**config.mk**
```make
export PLATFORM = sky130hd
export DESIGN_NAME = instruction_fetch_unit
export DESIGN_NICKNAME = d
export VERILOG_FILES = /design/src/rtl/instruction_fetch_unit.sv
export SDC_FILE = /design/constraint.sdc
export NUM_CORES = 1
export LEC_CHECK = 0
export CAP_MARGIN = 25
export CORE_ASPECT_RATIO = 1.75
export CORE_MARGIN = 3
export CORE_UTILIZATION = 52
export CTS_CLUSTER_DIAMETER = 30
export DETAILED_ROUTE_END_ITERATION = 16
export GPL_ROUTABILITY_DRIVEN = 0
export PLACE_DENSITY_LB_ADDON = 0.2
export SLEW_MARGIN = 40
export SYNTH_ARGS = -nofsm -noshare
export SYNTH_HDL_FRONTEND = slang
export SYNTH_SLANG_ARGS = --single-unit
```
**constraint.sdc**
```tcl
create_clock -name clk -period 10.6 [get_ports clk]
set_input_delay 2.12 -clock clk [delete_from_list [all_inputs] [get_ports clk]]
set_output_delay 2.12 -clock clk [all_outputs]
set_load 0.01 [all_outputs]
```
**src/rtl/instruction_fetch_unit.sv**
```systemverilog
// Instruction fetch front end: walks the PC, fetches words over a req/gnt/rvalid
// handshake and hands them to decode in order through a 2-entry buffer.
module instruction_fetch_unit #(
    parameter logic [63:0] RESET_PC = 64'h0
) (
    input  logic        clk,
    input  logic        reset,
    output logic        imem_req,
    output logic [63:0] imem_addr,
    input  logic        imem_gnt,
    input  logic        imem_rvalid,
    input  logic [31:0] imem_rdata,
    output logic        inst_valid,
    output logic [31:0] inst,
    output logic [63:0] inst_pc,
    output logic [10:0] instruction_part,
    input  logic        inst_ready,
    input  logic        redirect,
    input  logic [63:0] redirect_pc
);

    localparam logic [1:0] S_REQ   = 2'd0;
    localparam logic [1:0] S_WAIT  = 2'd1;
    localparam logic [1:0] S_DRAIN = 2'd2;

    logic [1:0]  r_state;
    logic [63:0] r_pc;
    logic [63:0] r_req_pc;
    logic [31:0] r_word [2];
    logic [63:0] r_wpc  [2];
    logic        r_rd_ptr;
    logic        r_wr_ptr;
    logic [1:0]  r_count;

    logic w_grant;
    logic w_push;
    logic w_pop;

    assign imem_req  = (r_state == S_REQ) && (r_count < 2'd2) && !reset;
    assign imem_addr = r_pc;
    assign w_grant   = imem_req && imem_gnt;
    // An rvalid outside WAIT is either a drained stale word or a protocol error.
    assign w_push    = (r_state == S_WAIT) && imem_rvalid;

    assign inst_valid       = (r_count != 2'd0) && !reset;
    assign w_pop            = inst_valid && inst_ready;
    assign inst             = inst_valid ? r_word[r_rd_ptr] : 32'h0;
    assign inst_pc          = inst_valid ? r_wpc[r_rd_ptr] : 64'h0;
    assign instruction_part = inst[31:21];

    always_ff @(posedge clk) begin
        if (reset) begin
            r_state  <= S_REQ;
            r_pc     <= RESET_PC;
            r_req_pc <= RESET_PC;
            r_rd_ptr <= 1'b0;
            r_wr_ptr <= 1'b0;
            r_count  <= 2'd0;
        end else if (redirect) begin
            // Flush wins over any same-cycle push/pop; an in-flight fetch becomes stale.
            r_pc     <= redirect_pc;
            r_rd_ptr <= 1'b0;
            r_wr_ptr <= 1'b0;
            r_count  <= 2'd0;
            case (r_state)
                S_REQ:   r_state <= w_grant ? S_DRAIN : S_REQ;
                S_WAIT,
                S_DRAIN: r_state <= imem_rvalid ? S_REQ : S_DRAIN;
                default: r_state <= S_REQ;
            endcase
        end else begin
            case (r_state)
                S_REQ: begin
                    if (w_grant) begin
                        r_req_pc <= r_pc;
                        r_pc     <= r_pc + 64'd4;
                        r_state  <= S_WAIT;
                    end
                end
                S_WAIT, S_DRAIN: begin
                    if (imem_rvalid) r_state <= S_REQ;
                end
                default: r_state <= S_REQ;
            endcase

            if (w_push) begin
                r_word[r_wr_ptr] <= imem_rdata;
                r_wpc[r_wr_ptr]  <= r_req_pc;
                r_wr_ptr         <= ~r_wr_ptr;
            end
            if (w_pop) r_rd_ptr <= ~r_rd_ptr;

            case ({w_push, w_pop})
                2'b10:   r_count <= r_count + 2'd1;
                2'b01:   r_count <= r_count - 2'd1;
                default: r_count <= r_count;
            endcase
        end
    end

endmodule

```
; ---- After elaboration in Yosys (flattened, before gate mapping)
; Memory sizes are Yosys's and may differ from the RTL's. A register that Yosys moved wholly into a read port is not among the register bits.
; Index checks and enable logic that the tools add are counted.
[op_classes]
n_reduce_logical = 17
bitwise = 3
order_cmp = 1
addsub = 3
mux = 21
n_eq_ne = 6
[ops]
columns = op, n
row1 = 2-to-1 mux 64 bit, 4
row2 = "adder 64 x 3 -> 64 bit, second input constant", 1
row3 = 2-to-1 mux 32 bit, 1
row4 = one-hot mux 2 bit (2 select lines), 3
row5 = 2-to-1 mux 2 bit, 5
row6 = 2-to-1 mux 1 bit, 8
row7 = nonzero test 2 bit, 4
row8 = logical AND 1 bit, 6
row9 = "inequality test 3 bit, second input constant", 2
row10 = "equality test 2 x 1 -> 1 bit, second input constant", 2
row11 = "equality test 2 bit, second input constant", 2
row12 = AND reduction 2 bit, 2
row13 = OR reduction 2 bit, 2
row14 = inverter 1 bit, 3
row15 = AND reduction 3 bit, 1
row16 = "adder 2 x 1 -> 2 bit, second input constant", 1
row17 = zero test 2 bit, 1
row18 = "< comparator 2 bit, second input constant", 1
row19 = "subtractor 2 x 1 -> 2 bit, second input constant", 1
row20 = zero test 1 bit, 1
[word_totals]
output_inout_bits = 173
mem_count = 2
regBits = 134
mem_bits_rw = 192
elab_cells = 59
[memory_table]
columns = name, words, word_bits, read_ports, rd_ports_with_merged_regs, wr, line_no
row1 = r_wpc, 2, 64, 1, 1, 1, 30  ; logic [63:0] r_wpc [2];
row2 = r_word, 2, 32, 1, 1, 1, 29  ; logic [31:0] r_word [2];

; ---- Logic depth before layout (Yosys ltp)
; Gate-level depths: netlist of run 1.
[depth]
ltp_word = 7
ltp_mapped = 9
mapped_depth_nobuf = 8

; ---- Worst setup path after synthesis of run 1
; OpenSTA, ideal clock, no wires.
[synth_timing]
kind = input -> register
start = in reset
end = mem r_word[0][0] (enable)
path_stages = 4
setup_slack_ns = 0.739
setup_ns = 0.668
required_time_ns = 9.932
arrival_ns = 9.193
path_cell_list = buf_6 -> or2_2 -> clkbuf_1 -> nor3_1
[synth_between]
elab_chain_len = 2
[synth_lines]
columns = element, line_no
row1 = from (decl), 7  ; input logic reset,
row2 = 2-to-1 mux 1 bit, 52  ; if (reset) begin
row3 = 2-to-1 mux 1 bit (implied by the code), 87  ; r_word[r_wr_ptr] <= imem_rdata;
row4 = to (decl), 29
; Every way passes these cells.

; ---- Worst setup path in the final report of run 1
[layout_timing]
start = in reset
end = out inst_pc[39]
[layout_between]
elab_chain_len = 3
[layout_lines]
columns = element, line_no
row1 = zero test 1 bit, 45  ; assign inst_valid = (r_count != 2'd0) && !reset;
row2 = logical AND 1 bit, 45
row3 = 2-to-1 mux 64 bit, 48  ; assign inst_pc = inst_valid ? r_wpc[r_rd_ptr] : 64'h0;
row4 = to (decl), 15  ; output logic [63:0] inst_pc,
; Every way passes these cells.

==> flow_summary.toml, run 1 <==
[clock_network]
clk_pin_slew_worst_paths_ns = 0.06
cts_setup_buffers = 0
hold_buffers = 0
clkLatencyLatePin_ns = 0.52
h-tree-depth = 2
cts_root_buffer = "clkbuf_16"
cts_tree = "built"
clock-sinks = 327
cts_buffers = 37
cts_resized = 0
cts_buffer_depth = 3

[drt]
drcViolationCount = 0
routed_wl_um = 37000
wire_per_inst_um = 20.2
firstDrtPassIters = 6
vias = 10500
antenna_left = 0
drt_iter0_markers = 881
vias_per_cell = 5.76

[floorplan]
io_pins = 275
fp.dieW_um = 129
num_rows = 78
fp.coreArea_sq_um = 26000
dieArea_sq_um = 28500
start_util = 0.530
die_h_um = 221

[grt]
grt_max_degree = 87
met1_usage = 0.289
grt_pass1_vias = 10400
met3_usage = 0.0490
gr-max-usage-layer = "met2"
antenna_found_initial = 1
grt_usage = 0.254
grt_pass1_wl_um = 56700
grt_overflow = 0
grtUsageMet2 = 0.437

[synthesis]
synth_seq_cells = 327
synth_common_cells = "edfxtp_1, nor2_1, nand2_1"
ys_seq_area_frac = 0.615
syn_inst = 1237
synth_area_leaders = "edfxtp_1, dfxtp_1, mux2i_1"
synth_most_common_cell = "edfxtp_1"
ys.flop_type = "edfxtp_1"
avgSynthCellArea_sq_um = 11.1
yosysWarnings = 0
yosys.area.top_type = "edfxtp_1"
ys_async_sr_fraction = 0
netlist_area_sq_um = 13800
yosys.cell_types.count = 56
synth_nets = 1344
synth_edf_count = 192
netlist.area_leader.share = 0.419

[place]
hpwl_um = 26000
portBuffers = 274

[worst_hold_path]
hold_path_class = "flop to flop"
hp-start = "r_req_pc[36]$_SDFFE_PP0P_"

[cells_and_area]
finish.utilization = 0.692
num-nets-final = 1588
area.growth.synth_to_final_pct = 30.5
drive_above_1_share = 0.0709

[sta]
post-route-min-period_ns = 5.88
tns_ns = 0
fmax_mhz = 170
rsz0062_at_grt = "no"
tightest_slew_ns = 0.828
period_share = 0.554
finalHoldViolCount = 0
clock-skew-final_ns = 0.0215
slew_headroom = 0.445
finalMaxSlewViolations = 0
finalSetupViolations = 0

[power]
peakVddDrop_uv = 136
p_comb_frac = 0.061
intPower_uw = 2180
p_leak_uw = 0.00587
power.switching_uw = 651
power.density_nw_per_um2 = 157
clkPwrFrac = 0.445
p_sw_frac = 0.230
p_seq_frac = 0.494

[worst_setup_path]
critPathArrivalTime_ns = 3.76
required_ns = 8.48
end_kind = "output port"
worst_setup_path_start_kind = "primary input"
reg2reg_from = "r_state[1]$_SDFFE_PP0P_"
crit_path_start = "reset"
worstPathMaxFanout = 51
worst-setup-path-type = "primary input to output port"

[run_status]
status = "completed"

[run]
maxCapViolations = 0
[stage by stage]
step / total power [uW] / instance area (sq um) / cells / setup slack [ns] / hold slack, ns
finish: 2830 / 18000 / 1831 / 4.72 / 0.449
global route: 2920 / 18000 / 1831 / 4.64 / 0.458
CTS: 2850 / 18000 / 1830 / 4.73 / 0.451
detailed placement: 1590 / 16700 / 1762 / 4.73 / 0.435
global placement: 1590 / 16600 / 1758 / 4.20 / 0.430
floorplan: 1490 / 13800 / 1237 / 0.739 / 0.425
[power by group through the flow]
stage,Sequential [uW],Clock [uW],Combinational (uW)
final,1400,1260,171
after global routing,1400,1340,183
after CTS,1400,1280,172
after detailed placement,1420,0,170
after global placement,1420,0,167
after floorplan,1420,0,67.3
[registers in the layout, summed over array words and instances (netlist names), named ones only]
name	flops
r_wpc	128
imem_addr	64
r_req_pc	64
r_word	64
r_count	2
r_state	2
r_rd_ptr	1
r_wr_ptr	1
[worst max-delay path, cell delays in order]
cell	delay (ns)
buf_4	0.26
or2_4	0.38
buf_12	0.20
nor2_1	0.19
clkdlybuf4s50_1	0.57
[layer usage]
| metal | wire, um | share of wire |
|---|---|---|
| met1 | 13300 | 0.36 |
| met2 | 18800 | 0.51 |
| met3 | 2590 | 0.070 |
| met4 | 2270 | 0.061 |
| met5 | 0 | 0 |
[logic make-up after synthesis]
group | after synthesis | synth area share
AO/OA/AOI/OAI | 156 | 0.0732
XOR/XNOR | 37 | 0.0235
adder cells (fa/ha/maj) | 5 | 0.00454
buffers and inverters | 99 | 0.0314
flip-flops | 327 | 0.615
multiplexers | 104 | 0.0756
AND/OR/NAND/NOR | 509 | 0.177
[final timing paths]
| kind | to | slack (ns) | cells past startpoint |
|---|---|---|---|
| worst min register to register | r_wpc[0][36]$_DFFE_PP_ | 0.45 | 0 |
| worst max register to register | imem_addr[61]$_SDFFE_PP0P_ | 7.48 | 7 |
| worst max-delay path | inst_pc[39] | 4.72 | 5 |
| worst min-delay path | r_wpc[0][36]$_DFFE_PP_ | 0.45 | 0 |
[cell type report]
class | instances | area [sq um]
clock inverter | 27 | 229
timing repair buffer | 290 | 2920
inverter | 14 | 52.6
fill | 1967 | 7990
antenna | 1 | 2.50
sequential | 327 | 8470
tap | 320 | 400
multi-input combinational | 811 | 4890
clock buffer | 41 | 1000
[layout by cell type, fill, tap and decap left out, types with 10 or more instances in the layout]
master,netlist,layout
nor2_1,182,181
xor2_1,19,19
or4_1,11,11
and3_1,15,15
nand4_1,32,32
dfxtp_1,135,134
inv_1,14,13
nor4_1,10,10
a311oi_1,17,17
buf_4,11,10
edfxtp_1,192,192
xnor2_1,18,18
nand3_1,29,29
a211oi_1,24,24
a21oi_1,77,77
nand2_1,166,166
or3_1,11,11
mux2i_1,104,104
clkbuf_16,0,40
clkdlybuf4s50_1,0,273
(Power assumes the default switching activity.)
==> run 2, diff against run 1 <==
==> constraint.sdc (replaced) <==
create_clock -name clk -period 6 [get_ports clk]
set_input_delay 1.2 -clock clk [delete_from_list [all_inputs] [get_ports clk]]
set_output_delay 1.2 -clock clk [all_outputs]
set_load 0.01 [all_outputs]
==> flow_summary.toml, run 2 (synthesis results as in run 1) <==
[worst_setup_path]
reg2reg_from = "r_state[1]$_SDFFE_PP0P_"
critPathArrivalTime_ns = 3.17
worst_setup_path_start_kind = "primary input"
worstPathMaxFanout = 56
required_ns = 4.80
worst-setup-path-type = "primary input to output port"
end_kind = "output port"
crit_path_start = "reset"

[drt]
vias_per_cell = 5.68
firstDrtPassIters = 6
antenna_left = 0
drt_iter0_markers = 897
routed_wl_um = 37000
vias = 10400
wire_per_inst_um = 20.2
drcViolationCount = 0

[cells_and_area]
finish.utilization = 0.695
layoutNonFillerInstCount = 1832
num-nets-final = 1588
final_cell_mix = "clkdlybuf4s50_1, edfxtp_1, nor2_1"
largest_reg_flops = 128
drive_above_1_share = 0.0682
top_register = "r_wpc"
final_common_cell = "clkdlybuf4s50_1"
area.growth.synth_to_final_pct = 31.1

[floorplan]
io_pins = 275
fp.dieW_um = 129
fp.coreArea_sq_um = 26000
start_util = 0.530
die_h_um = 221
num_rows = 78
dieArea_sq_um = 28500

[place]
portBuffers = 274
place_inst = 1760
hpwl_um = 25700

[grt]
grt_pass1_wl_um = 56100
grt_usage = 0.254
grt_max_degree = 97
grt_overflow = 0
grt_pass1_vias = 10200
antenna_found_initial = 1

[clock_network]
clock-sinks = 327
cts_resized = 0
cts_buffer_depth = 3
cts_setup_buffers = 0
h-tree-depth = 2
clk_pin_slew_worst_paths_ns = 0.06
cts_root_buffer = "clkbuf_16"
cts_tree = "built"
clkLatencyLatePin_ns = 0.53
cts_buffers = 39
hold_buffers = 0

[sta]
slew_headroom = 0.470
finalSetupViolations = 0
finalMaxSlewViolations = 0
clock-skew-final_ns = 0.0144
tightest_slew_ns = 0.788
period_share = 0.728
finalHoldViolCount = 0
fmax_mhz = 229
post-route-min-period_ns = 4.37
rsz0062_at_grt = "no"

[worst_hold_path]
hold_path_class = "flop to flop"
hp-start = "r_req_pc[63]$_SDFFE_PP0P_"

[run]
maxCapViolations = 0

[power]
p_leak_uw = 0.00591
power.density_nw_per_um2 = 282
peakVddDrop_uv = 264

[run_status]
status = "completed"
[run 2: cell type report]
cell class	count	area [sq um]
inverters	14	52.6
diodes	1	2.50
multi-input cells	811	4890
fillers	1950	7920
clock inverters	21	175
well taps	320	400
clock buffers	50	1120
repair buffers	288	2930
flip-flops and latches	327	8470
[run 2: worst max-delay path, cell delays in order]
cell,delay [ns]
buf_4,0.47
or2_4,0.54
buf_12,0.29
nor2_1,0.11
clkdlybuf4s50_1,0.49
[run 2: where the power goes]
part | internal, uW | total (uW) | leakage (uW) | switching (uW)
clock | 1360 | 2310 | 0.000643 | 956
combinational | 161 | 303 | 0.00227 | 142
sequential | 2400 | 2470 | 0.00299 | 67.3
[run 2: stage by stage]
stage | hold slack, ns | setup TNS [ns] | total power (uW) | instance area, sq um | worst slack (ns)
finish | 0.449 | 0 | 5090 | 18000 | 1.63
global route | 0.458 | 0 | 5240 | 18000 | 1.47
CTS | 0.449 | 0 | 5130 | 18000 | 1.62
detailed placement | 0.435 | 0 | 2820 | 16700 | 1.63
global placement | 0.430 | 0 | 2810 | 16700 | 1.44
floorplan | 0.425 | -564.60 | 2630 | 13800 | -2.94
[run 2: path summary, 6_finish.rpt]
check                                to  slack, ns  depth (start not counted)
max reg2reg  imem_addr[61]$_SDFFE_PP0P_       2.87                          7
min              r_wpc[1][63]$_DFFE_PP_       0.45                          0
min reg2reg      r_wpc[1][63]$_DFFE_PP_       0.45                          0
max                         inst_pc[37]       1.63                          5
[run 2: per-layer routing]
metal  GRT usage  routed length [um]  vias up
met3      0.0558                2610      123
li1            -                   -     4964
met5           0                   0        -
met4       0.169                2700        0
met2       0.428               18400      445
met1       0.281               13300     4867
==> run 3, diff against run 2 <==
==> constraint.sdc (replaced) <==
create_clock -name clk -period 4.1 [get_ports clk]
set_input_delay 0.82 -clock clk [delete_from_list [all_inputs] [get_ports clk]]
set_output_delay 0.82 -clock clk [all_outputs]
set_load 0.01 [all_outputs]
==> flow_summary.toml, run 3 (synthesis results as in run 1) <==
[worst_hold_path]
hold_path_class = "flop to flop"
min_to = "r_wpc[0][52]$_DFFE_PP_"
hp-start = "r_req_pc[52]$_SDFFE_PP0P_"
hold_path_depth = 0

[worst_setup_path]
required_ns = 3.28
reg2reg_from = "imem_addr[27]$_SDFFE_PP0P_"
critPathArrivalTime_ns = 2.45
worst_setup_path_start_kind = "flop"
worst-setup-path-type = "flop to output port"
crit_slowest_cell = "dfxtp_4"
crit_path_max_incr_delay_ns = 0.49
r2r_end = "imem_addr[58]$_SDFFE_PP0P_"
r2r_slack_ns = 1.37
end_kind = "output port"
cp_cell_sequence = "buf_4 -> mux2i_1 -> nor2_1 -> clkdlybuf4s50_1"
r2r_cells = 5
worstPathMaxFanout = 26

[sta]
finalMaxSlewViolations = 0
post-route-min-period_ns = 3.27
tns_ns = 0
tightest_slew_ns = 0.820
finalSetupViolations = 0
postLayoutSetupSlackWorst_ns = 0.832
clock-skew-final_ns = 0.0178
fmax_mhz = 306
slew_headroom = 0.451
period_share = 0.797
hold_slack_ns = 0.450
rsz0062_at_grt = "no"
finalHoldViolCount = 0

[grt]
grt_usage = 0.252
met3_usage = 0.0449
grt_pass1_vias = 10600
grtUsageMet2 = 0.456
gr-max-usage-layer = "met2"
antenna_found_initial = 5
met1_usage = 0.282
grt_pass1_wl_um = 56600
grt_max_degree = 87
grt_overflow = 0

[cells_and_area]
fill_cells = 1954
final_cell_mix = "clkdlybuf4s50_1, edfxtp_1, nor2_1"
drive_above_1_share = 0.0793
num-nets-final = 1602
top_register = "r_wpc"
layoutNonFillerInstCount = 1851
final_common_cell = "clkdlybuf4s50_1"
largest_reg_flops = 128
area.growth.synth_to_final_pct = 31.6

[clock_network]
cts_buffers = 41
hold_buffers = 0
h-tree-depth = 2
clkLatencyLatePin_ns = 0.53
cts_buffer_depth = 3
clock-sinks = 327
cts_setup_buffers = 0
cts_resized = 0
cts_root_buffer = "clkbuf_16"
cts_tree = "built"
clk_pin_slew_worst_paths_ns = 0.06

[place]
hpwl_um = 25600
place_ws_ns = 0.897
portBuffers = 274
place_inst = 1772

[run_status]
status = "completed"

[power]
peakVddDrop_uv = 316
p_leak_uw = 0.00596
power.density_nw_per_um2 = 410

[drt]
vias_per_cell = 5.68
firstDrtPassIters = 5
antenna_left = 0
wire_per_inst_um = 19.8
drt_iter0_markers = 693
drcViolationCount = 0
vias = 10500
routed_wl_um = 36700

[floorplan]
num_rows = 78
die_h_um = 221
dieArea_sq_um = 28500
start_util = 0.530
fp.dieW_um = 129
io_pins = 275
fp.coreArea_sq_um = 26000

[run]
maxCapViolations = 0
## run 3: layer usage
metal  vias up  routed length (um)
li1       4993                   -
met1      5068               13700
met2       366               19600
met3        85                1990
met4         0                1480
met5         -                   0
## run 3: how the worst max path moves through the flow
| stage | to | slack, ns | cells past startpoint |
|---|---|---|---|
| 2_1_floorplan | r_word[0][0]$_DFFE_PP_ | 0.03 | 4 |
| 3_3_place_gp | imem_addr[61]$_SDFFE_PP0P_ | 0.92 | 7 |
| 3_5_place_dp | imem_addr[61]$_SDFFE_PP0P_ | 0.90 | 7 |
| 4_1_cts | inst_pc[40] | 0.79 | 4 |
| 5_1_grt | instruction_part[8] | 0.74 | 5 |
| 6_report | inst_pc[40] | 0.83 | 4 |
## run 3: per-stage QoR
stage	util	instance area (sq um)	power [uW]
finish	0.698	18100	7430
global route	0.698	18100	7660
CTS	0.697	18100	7480
detailed placement	0.647	16800	4120
global placement	0.647	16800	4110
floorplan	-	13800	3850
## run 3: cell type report
| class | count | area [sq um] | share of cell area |
|---|---|---|---|
| Antenna cell | 6 | 15.0 | 0.000829 |
| Clock buffer | 42 | 1040 | 0.0574 |
| Clock inverter | 31 | 259 | 0.0143 |
| Inverter | 14 | 52.6 | 0.00290 |
| Multi-Input combinational cell | 811 | 4910 | 0.271 |
| Sequential cell | 327 | 8470 | 0.468 |
| Tap cell | 320 | 400 | 0.0221 |
| Timing Repair Buffer | 300 | 2970 | 0.164 |
## run 3: power breakdown
part,internal [uW],switching (uW)
Combinational,237,207
Sequential,3520,99.1
Clock,1910,1450
## run 3: worst max-delay path, delay by kind of cell, from the launching register on
kind,cells,cell delay [ns]
buffers and inverters,2,0.94
muxes,1,0.39
DFF,1,0.49
and+or+nand+nor,1,0.07
